$ cat config.mk
export PLATFORM = sky130hd
export DESIGN_NAME = mem_scheduler
export DESIGN_NICKNAME = d
export VERILOG_FILES = /design/src/rtl/mem_sched_pkg.sv /design/src/rtl/mem_scheduler_rr_picker.sv /design/src/rtl/mem_scheduler.sv
export SDC_FILE = /design/constraint.sdc
export NUM_CORES = 1
export LEC_CHECK = 0
export CAP_MARGIN = 5
export CORE_UTILIZATION = 43
export CTS_BUF_LIST = sky130_fd_sc_hd__clkbuf_2 sky130_fd_sc_hd__clkbuf_4 sky130_fd_sc_hd__clkbuf_8
export CTS_CLUSTER_SIZE = 28
export DETAILED_ROUTE_END_ITERATION = 8
export PLACE_DENSITY = 0.82
export SYNTH_ARGS = -nofsm -noshare
export SYNTH_HDL_FRONTEND = slang
export SYNTH_HIERARCHICAL = 1
export SYNTH_SLANG_ARGS = --single-unit
$ cat constraint.sdc
create_clock -name clk -period 2.2 [get_ports clk]
set_input_delay 0.22 -clock clk [delete_from_list [all_inputs] [get_ports clk]]
set_output_delay 0.22 -clock clk [all_outputs]
set_load 0.02 [all_outputs]
$ cat src/rtl/mem_sched_pkg.sv
// Shared types and constants for the round-robin RAM scheduler.
package mem_sched_pkg;

    // Scheduler FSM states; DELIVER is a spare encoding that is never entered
    typedef enum logic [1:0] {
        IDLE      = 2'd0,
        WRITE     = 2'd1,
        READ_WAIT = 2'd2,
        DELIVER   = 2'd3
    } sched_state_t;

    // Per-core rw encoding
    localparam logic RW_READ  = 1'b1;
    localparam logic RW_WRITE = 1'b0;

    // Default RAM geometry
    localparam int DEFAULT_ADDR_W = 9;
    localparam int DEFAULT_DATA_W = 8;

endpackage

$ cat src/rtl/mem_scheduler_rr_picker.sv
// Combinational round-robin picker: finds the first requesting core after rr_ptr.
module rr_picker #(
    parameter int NUM_CORES = 2,
    parameter int IDX_W     = $clog2(NUM_CORES)
) (
    input  logic [NUM_CORES-1:0] req,
    input  logic [IDX_W-1:0]     rr_ptr,
    output logic                 valid,
    output logic [IDX_W-1:0]     winner
);

    logic [IDX_W:0]   sum;
    logic [IDX_W-1:0] idx;

    // Scan rr_ptr+1, rr_ptr+2, ... wrapping modulo NUM_CORES; the last winner is checked last
    always_comb begin
        valid  = 1'b0;
        winner = '0;
        sum    = '0;
        idx    = '0;
        for (int i = 1; i <= NUM_CORES; i++) begin
            sum = {1'b0, rr_ptr} + (IDX_W+1)'(i);
            if (sum >= (IDX_W+1)'(NUM_CORES)) begin
                sum = sum - (IDX_W+1)'(NUM_CORES);
            end
            idx = sum[IDX_W-1:0];
            if (!valid && req[idx]) begin
                valid  = 1'b1;
                winner = idx;
            end
        end
    end

endmodule

$ cat src/rtl/mem_scheduler.sv
// Round-robin scheduler sharing one single-port RAM between NUM_CORES requesters.
// All outputs are registered; reset is asynchronous and active-low.
module mem_scheduler
    import mem_sched_pkg::*;
#(
    parameter int NUM_CORES  = 2,
    parameter int ADDR_W     = DEFAULT_ADDR_W,
    parameter int DATA_W     = DEFAULT_DATA_W,
    parameter int RD_LATENCY = 1
) (
    input  logic                        clk,
    input  logic                        reset,
    input  logic [NUM_CORES-1:0]        req,
    input  logic [NUM_CORES-1:0]        rw,
    input  logic [NUM_CORES*ADDR_W-1:0] addr,
    input  logic [NUM_CORES*DATA_W-1:0] wdata,
    output logic [NUM_CORES-1:0]        grant,
    output logic [NUM_CORES-1:0]        done,
    output logic [DATA_W-1:0]           rdata,
    output logic                        busy,
    output logic [ADDR_W-1:0]           RAM_address,
    output logic [DATA_W-1:0]           RAM_data_in,
    input  logic [DATA_W-1:0]           RAM_data_out,
    output logic                        RAM_rw
);

    localparam int IDX_W = $clog2(NUM_CORES);
    localparam int CNT_W = 3;

    sched_state_t          state, state_nxt;
    logic [IDX_W-1:0]      rr_ptr, rr_ptr_nxt;
    logic [IDX_W-1:0]      op_core, op_core_nxt;
    logic [CNT_W-1:0]      cnt, cnt_nxt;
    logic [NUM_CORES-1:0]  grant_nxt, done_nxt;
    logic [DATA_W-1:0]     rdata_nxt;
    logic                  busy_nxt;
    logic [ADDR_W-1:0]     ram_address_nxt;
    logic [DATA_W-1:0]     ram_data_in_nxt;
    logic                  ram_rw_nxt;

    logic                  pick_valid;
    logic [IDX_W-1:0]      pick_idx;

    rr_picker #(
        .NUM_CORES (NUM_CORES),
        .IDX_W     (IDX_W)
    ) u_picker (
        .req    (req),
        .rr_ptr (rr_ptr),
        .valid  (pick_valid),
        .winner (pick_idx)
    );

    // Next-state and next-output logic. The read counter is loaded with RD_LATENCY
    // when the address is launched and the data is captured in the cycle the counter
    // reaches zero, i.e. RD_LATENCY cycles after the address first appears on the RAM.
    always_comb begin
        state_nxt       = state;
        rr_ptr_nxt      = rr_ptr;
        op_core_nxt     = op_core;
        cnt_nxt         = cnt;
        grant_nxt       = '0;
        done_nxt        = '0;
        rdata_nxt       = rdata;
        ram_address_nxt = RAM_address;
        ram_data_in_nxt = RAM_data_in;
        ram_rw_nxt      = 1'b0;
        case (state)
            IDLE: begin
                if (pick_valid) begin
                    grant_nxt[pick_idx] = 1'b1;
                    rr_ptr_nxt          = pick_idx;
                    op_core_nxt         = pick_idx;
                    ram_address_nxt     = addr[int'(pick_idx)*ADDR_W +: ADDR_W];
                    if (rw[pick_idx] == RW_WRITE) begin
                        ram_data_in_nxt = wdata[int'(pick_idx)*DATA_W +: DATA_W];
                        ram_rw_nxt      = 1'b1;
                        state_nxt       = WRITE;
                    end else begin
                        cnt_nxt   = CNT_W'(RD_LATENCY);
                        state_nxt = READ_WAIT;
                    end
                end
            end
            WRITE: begin
                done_nxt[op_core] = 1'b1;
                state_nxt         = IDLE;
            end
            READ_WAIT: begin
                if (cnt == '0) begin
                    rdata_nxt         = RAM_data_out;
                    done_nxt[op_core] = 1'b1;
                    state_nxt         = IDLE;
                end else begin
                    cnt_nxt = cnt - 1'b1;
                end
            end
            default: begin
                state_nxt = IDLE;
            end
        endcase
        busy_nxt = (state_nxt != IDLE);
    end

    // State and registered outputs; reset aborts any transaction and drops the write strobe at once
    always_ff @(posedge clk or negedge reset) begin
        if (!reset) begin
            state       <= IDLE;
            rr_ptr      <= IDX_W'(NUM_CORES - 1);
            op_core     <= '0;
            cnt         <= '0;
            grant       <= '0;
            done        <= '0;
            rdata       <= '0;
            busy        <= 1'b0;
            RAM_address <= '0;
            RAM_data_in <= '0;
            RAM_rw      <= 1'b0;
        end else begin
            state       <= state_nxt;
            rr_ptr      <= rr_ptr_nxt;
            op_core     <= op_core_nxt;
            cnt         <= cnt_nxt;
            grant       <= grant_nxt;
            done        <= done_nxt;
            rdata       <= rdata_nxt;
            busy        <= busy_nxt;
            RAM_address <= ram_address_nxt;
            RAM_data_in <= ram_data_in_nxt;
            RAM_rw      <= ram_rw_nxt;
        end
    end

endmodule
==> impl_summary.txt, run 1 <==
----------------------------------------------------
[Clocking]
  Longest Clk Path Bufs ... 2
  Clock Pin Slew Worst Setup and Hold Paths ... 70 ps
  Postcts setup bufs ... 0
  Total of hold buffers inserted after clock tree synthesis ... 0
  Insertion delay of the later-clocked pin in the worst-skew pair ... 280 ps
  Cts repair resizes ... 0
  H-tree Lvls ... 2
  Root buffer selected by CTS ... clkbuf_8
  TritonCTS clock tree ... done
  Total CTS buffers ... 5
  TritonCTS Sinks ... 38

[Logic synthesis]
  EDFF count, synth ... 0
  Syn Area/Cell ... 11.6 sq um
  Ys async rst share ... 100%
  Largest family of logic cells by synthesized area ... multiplexers
  Adder and majority gate portion of the synthesized area ... 3.53%
  Commonest register cell after synthesis ... dfrtp_1
  Area share of the leading cell type in the synthesized netlist ... 52.3%
  Synth Cell Area ... 1770 sq um
  Multiplexer fraction of the synthesized cell area ... 17.3%
  Post-synthesis compound-gate area fraction ... 13.1%
  Proportion of synthesized chip area in sequential cells ... 53.8%
  Top area cells in the synthesized netlist ... dfrtp_1, mux2i_1, o21ai_1, mux2_1, ha_1
  Synth area leader ... dfrtp_1
  Synthesis-stage register bit count ... 38
  Most used standard cell by instance count after synthesis ... dfrtp_1
  Cell count after synthesis ... 153
  Number of warnings reported in the yosys synthesis log ... 6
  Count of unique library cells instantiated by Yosys ... 32
  Synthesized net count ... 206
  Post-Synth XOR/XNOR Area ... 0%
  Most frequent cells after synthesis ... dfrtp_1, o21ai_1, mux2i_1
  Simple-gate share of the synthesized area ... 7.70%

[Power]
  Worst IR drop on VDD ... 0.625 mV
  Net Sw Frac ... 37.2%
  Net switching power figure ... 1.27 mW
  Clock power share ... 14.3%
  Lkg Pwr ... 1.20 nW
  PD cells ... 1260 nW/um^2
  Combinational power share ... 51.5%
  Internal ... 2.13 mW
  Sequential group share of total power ... 34.2%
  Total power ... 3.40 mW

[Routing]
  Post-detailed-route DRC marker count ... 0
  Wire length after detailed routing ... 3850 um
  Vias per std cell ... 4.88
  Via count ... 1396
  1st-pass router iterations ... 4
  Number of antenna-violating nets in the routed design ... 0
  Initial detailed-routing violation count ... 50
  Average wire per standard cell ... 13.5 um

[Cells and area]
  Area added between synthesis and finish ... 52.7%
  Final cell utilization of the core ... 71.2%
  Number of nets in the final layout ... 290
  Post-route cell area ... 2700 sq um
  Count of antenna diodes in the layout ... 0
  Fill cells ... 286
  Share of cells above drive strength 1 ... 9.24%

[Critical path]
  Required @ worst endpoint ... 2360 ps
  Critical path cell sequence ... clkdlybuf4s50_1, a21boi_2, mux2_4, a21boi_2, mux2_1
  Most prevalent standard cell on the critical path ... a21boi_2
  Crit-path leading delay family ... multiplexers
  Capturing element type of the critical path ... flip-flop
  WS Path Type ... input pin to flip-flop
  Type of element launching the critical path ... input pin
  Worst stage delay on the critical path ... 490 ps
  Maximum fanout along the worst path ... 9
  Combined buffer and inverter count along the critical path ... 1
  Worst path slowest cell ... clkdlybuf4s50_1
  CP arrival ... 1940 ps

[STA]
  Hold Vio Cnt, Final ... 0
  Timing-limited maximum frequency ... 562 MHz
  Final clock skew ... 1.01 ps
  Final Max Tran Viols ... 0
  Smallest setup slack after layout ... 421 ps
  Endpoints failing setup ... 0
  Final setup TNS ... 0 ps
  Period Utilization, post-route ... 80.9%
  Worst-margin pin slew ... 812 ps
  RSZ-0062 raised after global routing ... false
  Min cycle time layout ... 1780 ps
  Normalized max-slew margin ... 45.9%

[Floorplanning]
  Number of top-level pins ... 79
  Die height ... 66.2 um
  Num rows ... 22
  Area enclosed by the die boundary ... 4380 sq um
  Initial standard-cell utilization of the core ... 46.6%
  Core Footprint ... 3800 sq um
  Width of the die ... 66.2 um

[Place]
  Place WS ... 125 ps
  Post-placement cell area ... 2610 sq um
  RePlAce Congestion ... 0.764
  Final HPWL DP ... 3000 um
  Port Buffer Count ... 78

[Job]
  Reported max-cap violation count ... 0

[Hold path]
  Hold/Removal Path Class ... input pin to asynchronous set/reset pin

[Global route]
  Maximum number of pins on one net before global-route repair ... 39
  Initial antenna violation count ... 0
  First-pass GRT wire length ... 6600 um
  Total track usage ... 20.7%
  Overflow after GRT ... 0
  Via count of the first global-routing pass ... 1425

[Status]
  Status ... finished, final reports clean

----------------------------------------------------
logic make-up after synthesis:
group / after synthesis
DFF: 38
AOI/OAI and AO/OA: 37
muxes: 29
and+or+nand+nor: 29
buffers and inverters: 15
adders and majority gates: 5
power groups by stage:
stage	registers [mW]	clock network (mW)	logic (mW)
detailed placement	1.18	0	1.76
global route	1.20	0.540	1.91
floorplan	1.49	0	0.656
finish	1.16	0.487	1.75
global placement	1.17	0	1.73
CTS	1.17	0.500	1.77
routing by layer:
layer,wire length (um),track usage [%],vias to the layer above,part of all wire [%]
met1,1640,25.0,646,43
met5,0,0,-,0
met4,36,6.65,0,0.94
met2,1870,33.3,51,49
met3,308,8.62,4,8.0
li1,-,-,695,-
layout make-up:
cell class              count  area [sq um]  share of cell area (%)
clock buffers               7          90.1                    3.33
clock inverters             1          5.00                   0.185
inverters                   7          26.3                   0.972
multi-input cells         100           742                    27.4
flip-flops and latches     38           952                    35.2
well taps                  48          60.1                    2.22
repair buffers             85           828                    30.6
sequential cells by signal, summed over array words and instances, names as in the netlist:
name	cells
done	2
op_core	1
RAM_data_in	8
rr_ptr	1
cnt	3
rdata	8
grant	2
RAM_rw	1
busy	1
RAM_address	9
state	2
worst paths after layout:
| kind | endpoint | startpoint | slack (ps) | cells past startpoint |
|---|---|---|---|---|
| setup / recovery | cnt[2]$_DFFE_PN0P_ | req[1] | 420 | 5 |
| hold / removal | cnt[2]$_DFFE_PN0P_ | reset | 30 | 1 |
| setup reg to reg | cnt[1]$_DFFE_PN0P_ | state[0]$_DFF_PN0_ | 420 | 6 |
| hold reg to reg | done[0]$_DFF_PN0_ | op_core$_DFFE_PN0P_ | 460 | 1 |
| max in group asynchronous | state[0]$_DFF_PN0_ | reset | 1660 | 1 |
| min in group clk | done[0]$_DFF_PN0_ | op_core$_DFFE_PN0P_ | 460 | 1 |
cell usage in the layout, fill, tap and decap left out, types with 2 or more instances in the layout:
cell type | netlist | routed
dfrtp_1 | 37 | 37
a21boi_2 | 1 | 2
nor2_1 | 5 | 5
o21ai_1 | 26 | 26
inv_1 | 7 | 7
a21oi_1 | 2 | 2
clkdlybuf4s50_1 | 0 | 77
mux2_1 | 9 | 9
nand2_1 | 15 | 15
nand3_1 | 2 | 2
ha_1 | 5 | 5
clkbuf_8 | 0 | 6
mux2i_1 | 19 | 19
buf_4 | 2 | 7
metrics by stage:
| stage | instances | hold WS [ps] |
|---|---|---|
| floorplan | 153 | -75.6 |
| global placement | 278 | 364 |
| detailed placement | 278 | 360 |
| CTS | 286 | 55.2 |
| global route | 286 | 87.2 |
| finish | 286 | 27.4 |
Power figures use the tool's default switching activity.
==> inputs of run 2 (changes only) <==
CORE_UTILIZATION = 39   (was 43)
PLACE_DENSITY = 0.79   (was 0.82)
clock period = 1.5 ns   (was 2.2 ns; I/O delays follow)
==> run 2 against run 1 <==
Effect of this change: critical path depth fell by 1; design area rose by 9.0%; the flow now finishes with violations (negative setup slack); hold slack improved by 320 ps; worst setup slack got worse by 470 ps; first-iteration DRC count rose by 10%; count of clock-buffer cells in the layout fell by 1; clock skew rose by 8.5 ps; sequential share of layout area fell by 2.9 points; largest power group unchanged; critical endpoint unchanged; final cell count rose by 5.9%; register-to-register slack got worse by 470 ps.
==> impl_summary.txt, run 2 (synthesized netlist as in run 1, its figures left out) <==
----------------------------------------------------
[Critical path]
  WS Path Type ... flip-flop to flip-flop
  Capturing element type of the critical path ... flip-flop
  Type of element launching the critical path ... flip-flop
  Reg-to-reg startpoint ... rr_ptr$_DFFE_PN1P_
  CP arrival ... 1720 ps
  R2r worst-path depth ... 4
  Required @ worst endpoint ... 1670 ps
  Beginning of the critical path ... rr_ptr$_DFFE_PN1P_
  Maximum fanout along the worst path ... 4

[Cells and area]
  Commonest non-fill, non-tap cells in the layout ... clkdlybuf4s50_1, dfrtp_1, o21ai_1
  Final cell utilization of the core ... 67.7%
  Post-route cell area ... 2950 sq um
  Flip-flop count of the largest register, all copies and words added ... 9
  Count of antenna diodes in the layout ... 0
  Number of nets in the final layout ... 303
  Most common cell after layout, fill and taps aside ... clkdlybuf4s50_1
  Biggest regs ... RAM_address (9), RAM_data_in (8), rdata (8)
  Area added between synthesis and finish ... 66.4%
  Share of cells above drive strength 1 ... 21.1%
  Most flop-heavy register ... RAM_address

[Global route]
  Total track usage ... 18.5%
  Maximum number of pins on one net before global-route repair ... 29
  Overflow after GRT ... 0
  First-pass GRT wire length ... 6960 um
  Met3 global-route usage ... 5.23%
  Met1 usage in global routing ... 23.8%
  Via count of the first global-routing pass ... 1477
  Initial antenna violation count ... 0
  Most utilized layer in the global route result ... met2
  Global-route met2 utilization ... 29.6%

[Place]
  RePlAce Congestion ... 0.853
  Final HPWL DP ... 2980 um
  Place WS ... -329 ps
  Port Buffer Count ... 78
  Post-placement cell area ... 2730 sq um

[STA]
  Timing-limited maximum frequency ... 647 MHz
  Period Utilization, post-route ... 103%
  RSZ-0062 raised after global routing ... true
  Worst-margin pin slew ... 476 ps
  Min cycle time layout ... 1550 ps
  Final clock skew ... 9.52 ps
  Smallest setup slack after layout ... -46.8 ps
  Endpoints failing setup ... 2
  Hold Vio Cnt, Final ... 0
  Final Max Tran Viols ... 0
  Normalized max-slew margin ... 68.3%

[Clocking]
  Total CTS buffers ... 5
  Longest Clk Path Bufs ... 2
  Root buffer selected by CTS ... clkbuf_8
  H-tree Lvls ... 2
  TritonCTS clock tree ... done
  TritonCTS Sinks ... 38
  Clock Pin Slew Worst Setup and Hold Paths ... 70 ps
  Insertion delay of the later-clocked pin in the worst-skew pair ... 290 ps

[Status]
  Violated checks ... negative setup slack
  Status ... finished with violations

[Power]
  Total power ... 5.45 mW
  Sequential group share of total power ... 31.6%
  PD cells ... 1850 nW/um^2
  Internal ... 3.44 mW
  Lkg Pwr ... 1.31 nW
  Combinational power share ... 55.8%
  Net Sw Frac ... 36.9%
  Net switching power figure ... 2.01 mW
  Clock power share ... 12.6%
  Worst IR drop on VDD ... 1.10 mV

[Floorplanning]
  Die height ... 69.4 um
  Number of top-level pins ... 79
  Width of the die ... 69.4 um
  Initial standard-cell utilization of the core ... 40.7%
  Core Footprint ... 4350 sq um
  Area enclosed by the die boundary ... 4810 sq um
  Num rows ... 24

[Hold path]
  Hold/Removal Path Class ... input pin to asynchronous set/reset pin

[Routing]
  Vias per std cell ... 4.90
  Post-detailed-route DRC marker count ... 0
  Initial detailed-routing violation count ... 55
  Via count ... 1486
  Average wire per standard cell ... 13.8 um
  1st-pass router iterations ... 4
  Number of antenna-violating nets in the routed design ... 0
  Wire length after detailed routing ... 4190 um

[Job]
  Reported max-cap violation count ... 0

----------------------------------------------------
-- run 2: final timing paths --
check	endpoint	slack (ps)
min in group clk	done[0]$_DFF_PN0_	450
setup / recovery	cnt[2]$_DFFE_PN0P_	-50
setup reg to reg	cnt[2]$_DFFE_PN0P_	-50
hold reg to reg	done[0]$_DFF_PN0_	450
hold / removal	rdata[7]$_DFFE_PN0P_	350
max in group asynchronous	RAM_data_in[7]$_DFFE_PN0P_	690
-- run 2: timing repair --
action	4_1_cts	5_1_grt
hold buffers	1	0
endpoints found under the hold margin	19	0
buffers inserted	1	2
pin swaps	3	0
cloned	0	0
gates resized for setup	8	14
endpoints found under the setup margin	14	20
-- run 2: per-stage QoR --
stage | hold slack [ps] | std cells | setup TNS [ps]
2_1_floorplan | -146 | 153 | -33.6
3_3_place_gp | 136 | 291 | -5030
3_5_place_dp | 135 | 291 | -5500
4_1_cts | 366 | 301 | -90.5
5_1_grt | 397 | 303 | -560
6_report | 346 | 303 | -56.4
-- run 2: worst max-delay path: stages, from the launching register on --
cell and delay [ps]:
dfstp_2 560, a21boi_4 80, mux2_4 330, a21boi_4 150, mux2_4 310
-- run 2: final cells by class --
class	instances	area (sq um)
fillers	340	1410
repair buffers	98	966
flip-flops and latches	38	952
multi-input cells	100	851
clock buffers	6	76.3
well taps	52	65.1
inverters	7	26.3
clock inverters	2	10.0
-- run 2: metal layers --
layer / wire length, um / vias up
met5: 0 / -
met3: 244 / 6
met4: 47 / 0
met1: 1840 / 704
li1: - / 730
met2: 2060 / 46
-- run 2: power groups by stage --
stage | sequential (mW) | clock (mW) | combinational, mW
finish | 1.72 | 0.688 | 3.04
global route | 1.78 | 0.751 | 3.29
CTS | 1.70 | 0.702 | 2.87
detailed placement | 1.71 | 0 | 2.77
global placement | 1.70 | 0 | 2.72
floorplan | 2.18 | 0 | 0.990
